===== src/rtl/mac_pkg.sv =====
// mac_pkg: shared types and constants for the MAC transmit path.
//   mac_tx_fcs_state_e : framing state machine encoding for mac_tx_fcs
//   CRC32_POLY         : IEEE 802.3 CRC-32 generator polynomial (normal form)
//   ETH_MIN_FRAME_LEN  : minimum frame length in bytes, excluding the FCS
package mac_pkg;

  typedef enum logic [1:0] {
    ST_IDLE    = 2'd0,
    ST_PAYLOAD = 2'd1,
    ST_PAD     = 2'd2,
    ST_FCS     = 2'd3
  } mac_tx_fcs_state_e;

  localparam logic [31:0] CRC32_POLY        = 32'h04C11DB7;
  localparam int unsigned ETH_MIN_FRAME_LEN = 60;

endpackage


===== src/rtl/mac_lfsr.sv =====
// mac_lfsr: combinational LFSR / CRC step over one DATA_WIDTH-bit word.
// The caller owns the state register; this block only computes the next
// state, starting from lfsr_init instead of lfsr_state_in when rst is high.
// Ports:
//   rst            in  start from lfsr_init (frame start)
//   lfsr_init      in  LFSR_WIDTH  initial state
//   lfsr_state_in  in  LFSR_WIDTH  current state
//   data_in        in  DATA_WIDTH  word to absorb
//   lfsr_state_out out LFSR_WIDTH  state after absorbing data_in
// LFSR_CONFIG selects "GALOIS" or Fibonacci feedback; REVERSE=1 processes
// data LSB first with a bit-reversed polynomial (reflected CRC).
module mac_lfsr
  import mac_pkg::*;
#(
  parameter int unsigned           LFSR_WIDTH  = 32,
  parameter logic [LFSR_WIDTH-1:0] LFSR_POLY   = CRC32_POLY,
  parameter string                 LFSR_CONFIG = "GALOIS",
  parameter bit                    REVERSE     = 1'b1,
  parameter int unsigned           DATA_WIDTH  = 8
) (
  input  logic                  rst,
  input  logic [LFSR_WIDTH-1:0] lfsr_init,
  input  logic [LFSR_WIDTH-1:0] lfsr_state_in,
  input  logic [DATA_WIDTH-1:0] data_in,
  output logic [LFSR_WIDTH-1:0] lfsr_state_out
);

  function automatic logic [LFSR_WIDTH-1:0] bit_rev(input logic [LFSR_WIDTH-1:0] v);
    logic [LFSR_WIDTH-1:0] r;
    r = '0;
    for (int unsigned i = 0; i < LFSR_WIDTH; i++) r[i] = v[LFSR_WIDTH-1-i];
    return r;
  endfunction

  localparam logic [LFSR_WIDTH-1:0] POLY_EFF  = REVERSE ? bit_rev(LFSR_POLY) : LFSR_POLY;
  localparam bit                    IS_GALOIS = (LFSR_CONFIG == "GALOIS");

  always_comb begin
    logic [LFSR_WIDTH-1:0] s;
    logic                  fb;
    logic                  d;
    s  = rst ? lfsr_init : lfsr_state_in;
    fb = 1'b0;
    d  = 1'b0;
    for (int unsigned i = 0; i < DATA_WIDTH; i++) begin
      d = REVERSE ? data_in[i] : data_in[DATA_WIDTH-1-i];
      if (IS_GALOIS) begin
        if (REVERSE) begin
          fb = s[0] ^ d;
          s  = s >> 1;
        end else begin
          fb = s[LFSR_WIDTH-1] ^ d;
          s  = s << 1;
        end
        if (fb) s = s ^ POLY_EFF;
      end else begin
        fb = (^(s & POLY_EFF)) ^ d;
        s  = REVERSE ? {fb, s[LFSR_WIDTH-1:1]} : {s[LFSR_WIDTH-2:0], fb};
      end
    end
    lfsr_state_out = s;
  end

endmodule


===== src/rtl/mac_tx_fcs.sv =====
// mac_tx_fcs: Ethernet TX framing stage. Passes payload bytes from a byte
// AXI-Stream, zero-pads short frames to MIN_FRAME_LEN (when MAC_TX_PAD_EN is
// defined) and appends the 4-byte CRC-32 FCS, LSB first. An input frame
// ending with tuser=1 is forwarded as aborted (tlast+tuser, no FCS).
// Ports:
//   clk, rst (async, active low)
//   s_axis_tdata/tvalid/tready/tlast/tuser : payload input, tuser = abort
//   m_axis_tdata/tvalid/tready/tlast/tuser : framed output, one register stage
// Build macro: MAC_TX_PAD_EN enables the PAD state; without it short frames
// are sent unpadded and MIN_FRAME_LEN has no effect.
module mac_tx_fcs
  import mac_pkg::*;
#(
  parameter int unsigned MIN_FRAME_LEN = ETH_MIN_FRAME_LEN,
  parameter logic [31:0] CRC_INIT      = 32'hFFFF_FFFF
) (
  input  logic       clk,
  input  logic       rst,
  input  logic [7:0] s_axis_tdata,
  input  logic       s_axis_tvalid,
  output logic       s_axis_tready,
  input  logic       s_axis_tlast,
  input  logic       s_axis_tuser,
  output logic [7:0] m_axis_tdata,
  output logic       m_axis_tvalid,
  input  logic       m_axis_tready,
  output logic       m_axis_tlast,
  output logic       m_axis_tuser
);

  mac_tx_fcs_state_e state;
  logic [31:0]       crc_q;
  logic [31:0]       crc_next;
  logic [31:0]       fcs_q;
  logic [1:0]        fcs_idx;
  logic              run;
  logic              load;
  logic              s_fire;
  logic              frame_start;
  logic [7:0]        crc_byte;

`ifdef MAC_TX_PAD_EN
  localparam logic [16:0] MIN_LEN = 17'(MIN_FRAME_LEN);
  logic [15:0] count;
  logic [16:0] count_inc;
  assign count_inc = {1'b0, count} + 17'd1;
  assign crc_byte  = (state == ST_PAD) ? 8'h00 : s_axis_tdata;
`else
  assign crc_byte  = s_axis_tdata;
`endif

  // Output register takes a new beat when empty or draining this cycle.
  assign load        = !m_axis_tvalid || m_axis_tready;
  // run keeps tready low while reset is asserted and for the first edge after.
  assign s_axis_tready = run && load && (state == ST_IDLE || state == ST_PAYLOAD);
  assign s_fire      = s_axis_tready && s_axis_tvalid;
  assign frame_start = (state == ST_IDLE);

  mac_lfsr #(
    .LFSR_WIDTH (32),
    .LFSR_POLY  (CRC32_POLY),
    .LFSR_CONFIG("GALOIS"),
    .REVERSE    (1'b1),
    .DATA_WIDTH (8)
  ) u_crc (
    .rst           (frame_start),
    .lfsr_init     (CRC_INIT),
    .lfsr_state_in (crc_q),
    .data_in       (crc_byte),
    .lfsr_state_out(crc_next)
  );

  always_ff @(posedge clk or negedge rst) begin
    if (!rst) begin
      state         <= ST_IDLE;
      crc_q         <= CRC_INIT;
      fcs_q         <= '0;
      fcs_idx       <= '0;
      run           <= 1'b0;
      m_axis_tdata  <= '0;
      m_axis_tvalid <= 1'b0;
      m_axis_tlast  <= 1'b0;
      m_axis_tuser  <= 1'b0;
`ifdef MAC_TX_PAD_EN
      count         <= '0;
`endif
    end else begin
      run <= 1'b1;
      if (load) begin
        m_axis_tvalid <= 1'b0;
        m_axis_tlast  <= 1'b0;
        m_axis_tuser  <= 1'b0;
        case (state)
          ST_IDLE, ST_PAYLOAD: begin
            if (s_fire) begin
              m_axis_tvalid <= 1'b1;
              m_axis_tdata  <= s_axis_tdata;
              state         <= ST_PAYLOAD;
`ifdef MAC_TX_PAD_EN
              if (count_inc <= MIN_LEN) count <= count_inc[15:0];
`endif
              if (s_axis_tlast && s_axis_tuser) begin
                m_axis_tlast <= 1'b1;
                m_axis_tuser <= 1'b1;
                state        <= ST_IDLE;
                crc_q        <= CRC_INIT;
`ifdef MAC_TX_PAD_EN
                count        <= '0;
`endif
              end else begin
                crc_q <= crc_next;
                if (s_axis_tlast) begin
                  fcs_idx <= '0;
`ifdef MAC_TX_PAD_EN
                  if (count_inc < MIN_LEN) begin
                    state <= ST_PAD;
                  end else begin
                    state <= ST_FCS;
                    fcs_q <= ~crc_next;
                  end
`else
                  state <= ST_FCS;
                  fcs_q <= ~crc_next;
`endif
                end
              end
            end
          end
`ifdef MAC_TX_PAD_EN
          ST_PAD: begin
            m_axis_tvalid <= 1'b1;
            m_axis_tdata  <= 8'h00;
            crc_q         <= crc_next;
            count         <= count_inc[15:0];
            if (count_inc >= MIN_LEN) begin
              state <= ST_FCS;
              fcs_q <= ~crc_next;
            end
          end
`endif
          ST_FCS: begin
            m_axis_tvalid <= 1'b1;
            m_axis_tdata  <= fcs_q[7:0];
            fcs_q         <= fcs_q >> 8;
            fcs_idx       <= fcs_idx + 2'd1;
            if (fcs_idx == 2'd3) begin
              m_axis_tlast <= 1'b1;
              state        <= ST_IDLE;
              crc_q        <= CRC_INIT;
`ifdef MAC_TX_PAD_EN
              count        <= '0;
`endif
            end
          end
          default: begin
            state <= ST_IDLE;
            crc_q <= CRC_INIT;
          end
        endcase
      end
    end
  end

endmodule


===== config.mk =====
export PLATFORM = sky130hd
export DESIGN_NAME = mac_tx_fcs
export DESIGN_NICKNAME = d
export VERILOG_FILES = /design/src/rtl/mac_pkg.sv /design/src/rtl/mac_lfsr.sv /design/src/rtl/mac_tx_fcs.sv
export SDC_FILE = /design/constraint.sdc
export NUM_CORES = 1
export LEC_CHECK = 0
export CAP_MARGIN = 20
export CORE_MARGIN = 8
export CORE_UTILIZATION = 60
export DETAILED_ROUTE_END_ITERATION = 8
export PLACE_DENSITY_LB_ADDON = 0.3
export RECOVER_POWER = 25
export SYNTH_ARGS = -nofsm -noshare
export SYNTH_HDL_FRONTEND = slang
export SYNTH_SLANG_ARGS = --single-unit

===== constraint.sdc =====
create_clock -name clk -period 2.8 [get_ports clk]
set_clock_uncertainty 0.15 [all_clocks]
set_input_delay 0.28 -clock clk [delete_from_list [all_inputs] [get_ports clk]]
set_output_delay 0.28 -clock clk [all_outputs]
set_load 0.01 [all_outputs]

==> impl_metrics.prom <==
# TYPE chip_impl_metric gauge
chip_impl_metric{name="routedWlPerCell",unit="um"} 20.2
chip_impl_metric{name="placement.io_buffers",unit=""} 25
chip_impl_metric{name="antenna_left",unit=""} 0
chip_impl_info{name="crit_slowest_cell",value="nor2_1"} 1
chip_impl_info{name="rr_endpoint",value="fcs_q[7]"} 1
chip_impl_metric{name="detail_route.vias_per_cell",unit=""} 6.14
chip_impl_metric{name="cts_made_buffers",unit=""} 9
chip_impl_info{name="layout_commonest_cell",value="xnor2_1"} 1
chip_impl_metric{name="vias_in_the_first_global_route",unit=""} 3495
chip_impl_info{name="timing.critical_path.to",value="fcs_q[7]"} 1
chip_impl_metric{name="cts_sinks",unit=""} 80
chip_impl_metric{name="start_util",unit="%"} 60.9
chip_impl_info{name="setup.worst_path.class",value="reg -> reg"} 1
chip_impl_metric{name="antennaDiodeCount",unit=""} 0
chip_impl_metric{name="clkTransAtPathRegs",unit="ns"} 0.08
chip_impl_info{name="startpoint_type",value="register"} 1
chip_impl_metric{name="grt_start_max_net_pins",unit=""} 81
chip_impl_metric{name="grt_pass1_wl",unit="um"} 18300
chip_impl_metric{name="grt_overflow",unit=""} 0
chip_impl_metric{name="area_delta_synth_final",unit="%"} 15.9
chip_impl_metric{name="max_clock_freq",unit="GHz"} 0.406
chip_impl_metric{name="seq_area_frac_synth",unit="%"} 47.0
chip_impl_metric{name="die-area",unit="um^2"} 10200
chip_impl_metric{name="post_synth_inst_count",unit=""} 421
chip_impl_metric{name="critical_path_arrival",unit="ns"} 2.53
chip_impl_metric{name="rows",unit=""} 31
chip_impl_metric{name="power.ir.vdd_worst",unit="mV"} 0.643
chip_impl_metric{name="routed-via-count",unit=""} 3408
chip_impl_metric{name="postSynthRegisterBits",unit=""} 80
chip_impl_info{name="critical-path-top-cell-by-count",value="buf_4"} 1
chip_impl_metric{name="hpwl",unit="um"} 7840
chip_impl_metric{name="ff2ff_setup_slack",unit="ns"} 0.34
chip_impl_metric{name="total_power_divided_by_cell_area",unit="nW/um^2"} 1470
chip_impl_metric{name="setup_viol",unit=""} 0
chip_impl_metric{name="routed_wl",unit="um"} 11200
chip_impl_metric{name="max_slew.worst_pin.slew",unit="ns"} 1.01
chip_impl_metric{name="dieHeight",unit="um"} 101
chip_impl_metric{name="globalplace.congestion",unit=""} 0.916
chip_impl_info{name="crit_path_cell_trace",value="buf_4 > nand3b_1 > a21oi_2 > o21ai_2 > nor2_1 > buf_4 > a21oi_1"} 1
chip_impl_metric{name="antenna_found_initial",unit=""} 0
chip_impl_info{name="crit_path_end_kind",value="register"} 1
chip_impl_metric{name="detailedRoute.firstPassIterationCount",unit=""} 4
chip_impl_metric{name="synth-async-reset-ratio",unit="%"} 100
chip_impl_metric{name="cts_buffer_depth",unit=""} 2
chip_impl_metric{name="die-width",unit="um"} 101
chip_impl_metric{name="nets",unit=""} 467
chip_impl_metric{name="worstPathMaxFanout",unit=""} 15
chip_impl_info{name="grt_setup_unrepaired",value="no"} 1
chip_impl_metric{name="yosys_warning_count",unit=""} 0
chip_impl_metric{name="max_stage_delay",unit="ns"} 0.49
chip_impl_info{name="startpoint",value="state[1]"} 1
chip_impl_info{name="ys_dominant_reg_cell",value="dfrtp_1"} 1
chip_impl_metric{name="post_synth_instance_area",unit="um^2"} 4350
chip_impl_metric{name="post_route_cells_drive_above_1_share",unit="%"} 18.9
chip_impl_metric{name="max-slew-margin-rel",unit="%"} 32.3
chip_impl_metric{name="cp.required",unit="ns"} 2.87
chip_impl_info{name="cts_root_buf",value="clkbuf_8"} 1
chip_impl_info{name="rr_startpoint",value="state[1]"} 1
chip_impl_info{name="status",value="finished clean"} 1
chip_impl_metric{name="synthesis.nets",unit=""} 436
chip_impl_info{name="tritoncts",value="done"} 1
chip_impl_info{name="worst_min_path_class",value="reg -> reg"} 1
chip_impl_metric{name="utilization",unit="%"} 70.6
chip_impl_metric{name="cts_max_level",unit=""} 3
chip_impl_metric{name="route.detailed.drc",unit=""} 0
chip_impl_info{name="layout.cells.most_common_list",value="xnor2_1 (59), nor2_1 (49), dfrtp_1 (48)"} 1
chip_impl_metric{name="cts_repair_resizes",unit=""} 0
chip_impl_metric{name="clk-insertion-delay-late",unit="ns"} 0.34
chip_impl_metric{name="nFillCells",unit=""} 558
chip_impl_metric{name="final.min_clock_period",unit="ns"} 2.46
chip_impl_metric{name="number_of_maximum_capacitance_constraint_violations",unit=""} 0
chip_impl_metric{name="io_pins",unit=""} 26
chip_impl_metric{name="syn_avg_cell_area",unit="um^2"} 10.3
chip_impl_metric{name="hold_viol",unit=""} 0
chip_impl_metric{name="leakagePower",unit="nW"} 2.04
chip_impl_metric{name="timing.final.crit_share",unit="%"} 87.9
chip_impl_metric{name="r2r.worst_path.cells",unit=""} 7
chip_impl_metric{name="slew_viol_final",unit=""} 0
chip_impl_metric{name="core-area",unit="um^2"} 7140
chip_impl_metric{name="synth_cell_type_count",unit=""} 43
chip_impl_metric{name="drt_initial_violations",unit=""} 272
chip_impl_metric{name="grt_use_total",unit="%"} 23.2
chip_impl_metric{name="number_of_flops_mapped_to_enable_cells_by_yosys",unit=""} 0
chip_impl_metric{name="tns",unit="ns"} 0
## what timing repair did
action | in CTS | in global routing
buffers inserted | 0 | 0
hold buffers | 1 | 0
endpoints found under the hold margin | 37 | 0
## area by class of cell
| cell class | instances | area (um^2) | share of cell area (%) |
|---|---|---|---|
| Clock buffer | 11 | 141 | 2.80 |
| Clock inverter | 4 | 70.1 | 1.39 |
| Inverter | 1 | 3.75 | 0.0745 |
| Multi-Input combinational cell | 306 | 2170 | 43.0 |
| Sequential cell | 80 | 2040 | 40.5 |
| Tap cell | 99 | 124 | 2.46 |
| Timing Repair Buffer | 54 | 493 | 9.78 |
## state kept, by name, indices dropped and copies added, names as in the netlist
signal	flops
crc_q	32
fcs_q	32
m_axis_tdata	8
fcs_idx	2
state	2
m_axis_tlast	1
m_axis_tuser	1
m_axis_tvalid	1
run	1
## power breakdown
part,internal (W),total (W),leakage [nW],switching [W]
logic,0.00209,0.00422,1.02,0.00213
registers,0.00181,0.00225,0.912,0.000439
clock network,0.000520,0.000923,0.109,0.000404
total,0.00443,0.00740,2.04,0.00297
## synth_stat cells (all sizes together) (9+ instances only)
cell type,number,area [um^2]
a21oi,20,104
a31oi,9,56.3
buf,11,57.6
clkbuf,23,86.3
dfrtp,48,1200
dfstp,32,841
nand2,32,120
nor2,50,204
o21ai,13,65.1
o22a,33,290
o22ai,16,100
xnor2,61,561
xor2,34,313
## worst max-delay path, delay by kind of cell (launching register included)
family / cells / cell delay, ns
flops: 1 / 0.44
simple gates: 2 / 0.74
buf+inv: 2 / 0.53
compound gates: 3 / 0.47
## cell families after synthesis
kind of cell / share of synthesized area [%]
DFF: 47.0
muxes: 0.259
adders and majority gates: 0.288
other: 0.0862
AOI/OAI and AO/OA: 17.2
buffers and inverters: 3.39
and+or+nand+nor: 9.58
xor gates and xnor gates: 22.3
## through the flow
step / total power (W) / cell area, um^2 / std cells / hold WS (ns) / setup slack [ns]
after floorplan: 0.00522 / 4350 / 421 / -0.166 / 0.483
after global placement: 0.00625 / 4820 / 539 / 0.311 / 0.229
after detailed placement: 0.00643 / 4820 / 539 / 0.318 / 0.154
after CTS: 0.00738 / 5040 / 555 / 0.337 / 0.350
after global routing: 0.00784 / 5040 / 555 / 0.360 / 0.255
final: 0.00740 / 5040 / 555 / 0.329 / 0.340
## layer usage
metal	wire length, um	global-route usage, %	part of all wire [%]	vias up
met5	0	0	0	-
met4	255	8.59	2.3	0
met3	889	5.15	7.9	30
met2	5470	37.6	49	147
met1	4610	29.7	41	1722
li1	-	-	-	1509
## worst min path at each step
stage	from	endpoint	depth (start not counted)
final	m_axis_tlast	m_axis_tlast	2
after global routing	fcs_q[30]	fcs_q[30]	2
after CTS	m_axis_tlast	m_axis_tlast	2
after detailed placement	m_axis_tlast	m_axis_tlast	2
after global placement	m_axis_tuser	m_axis_tuser	1
after floorplan	rst	fcs_idx[0]	0
Power figures use the tool's default switching activity.
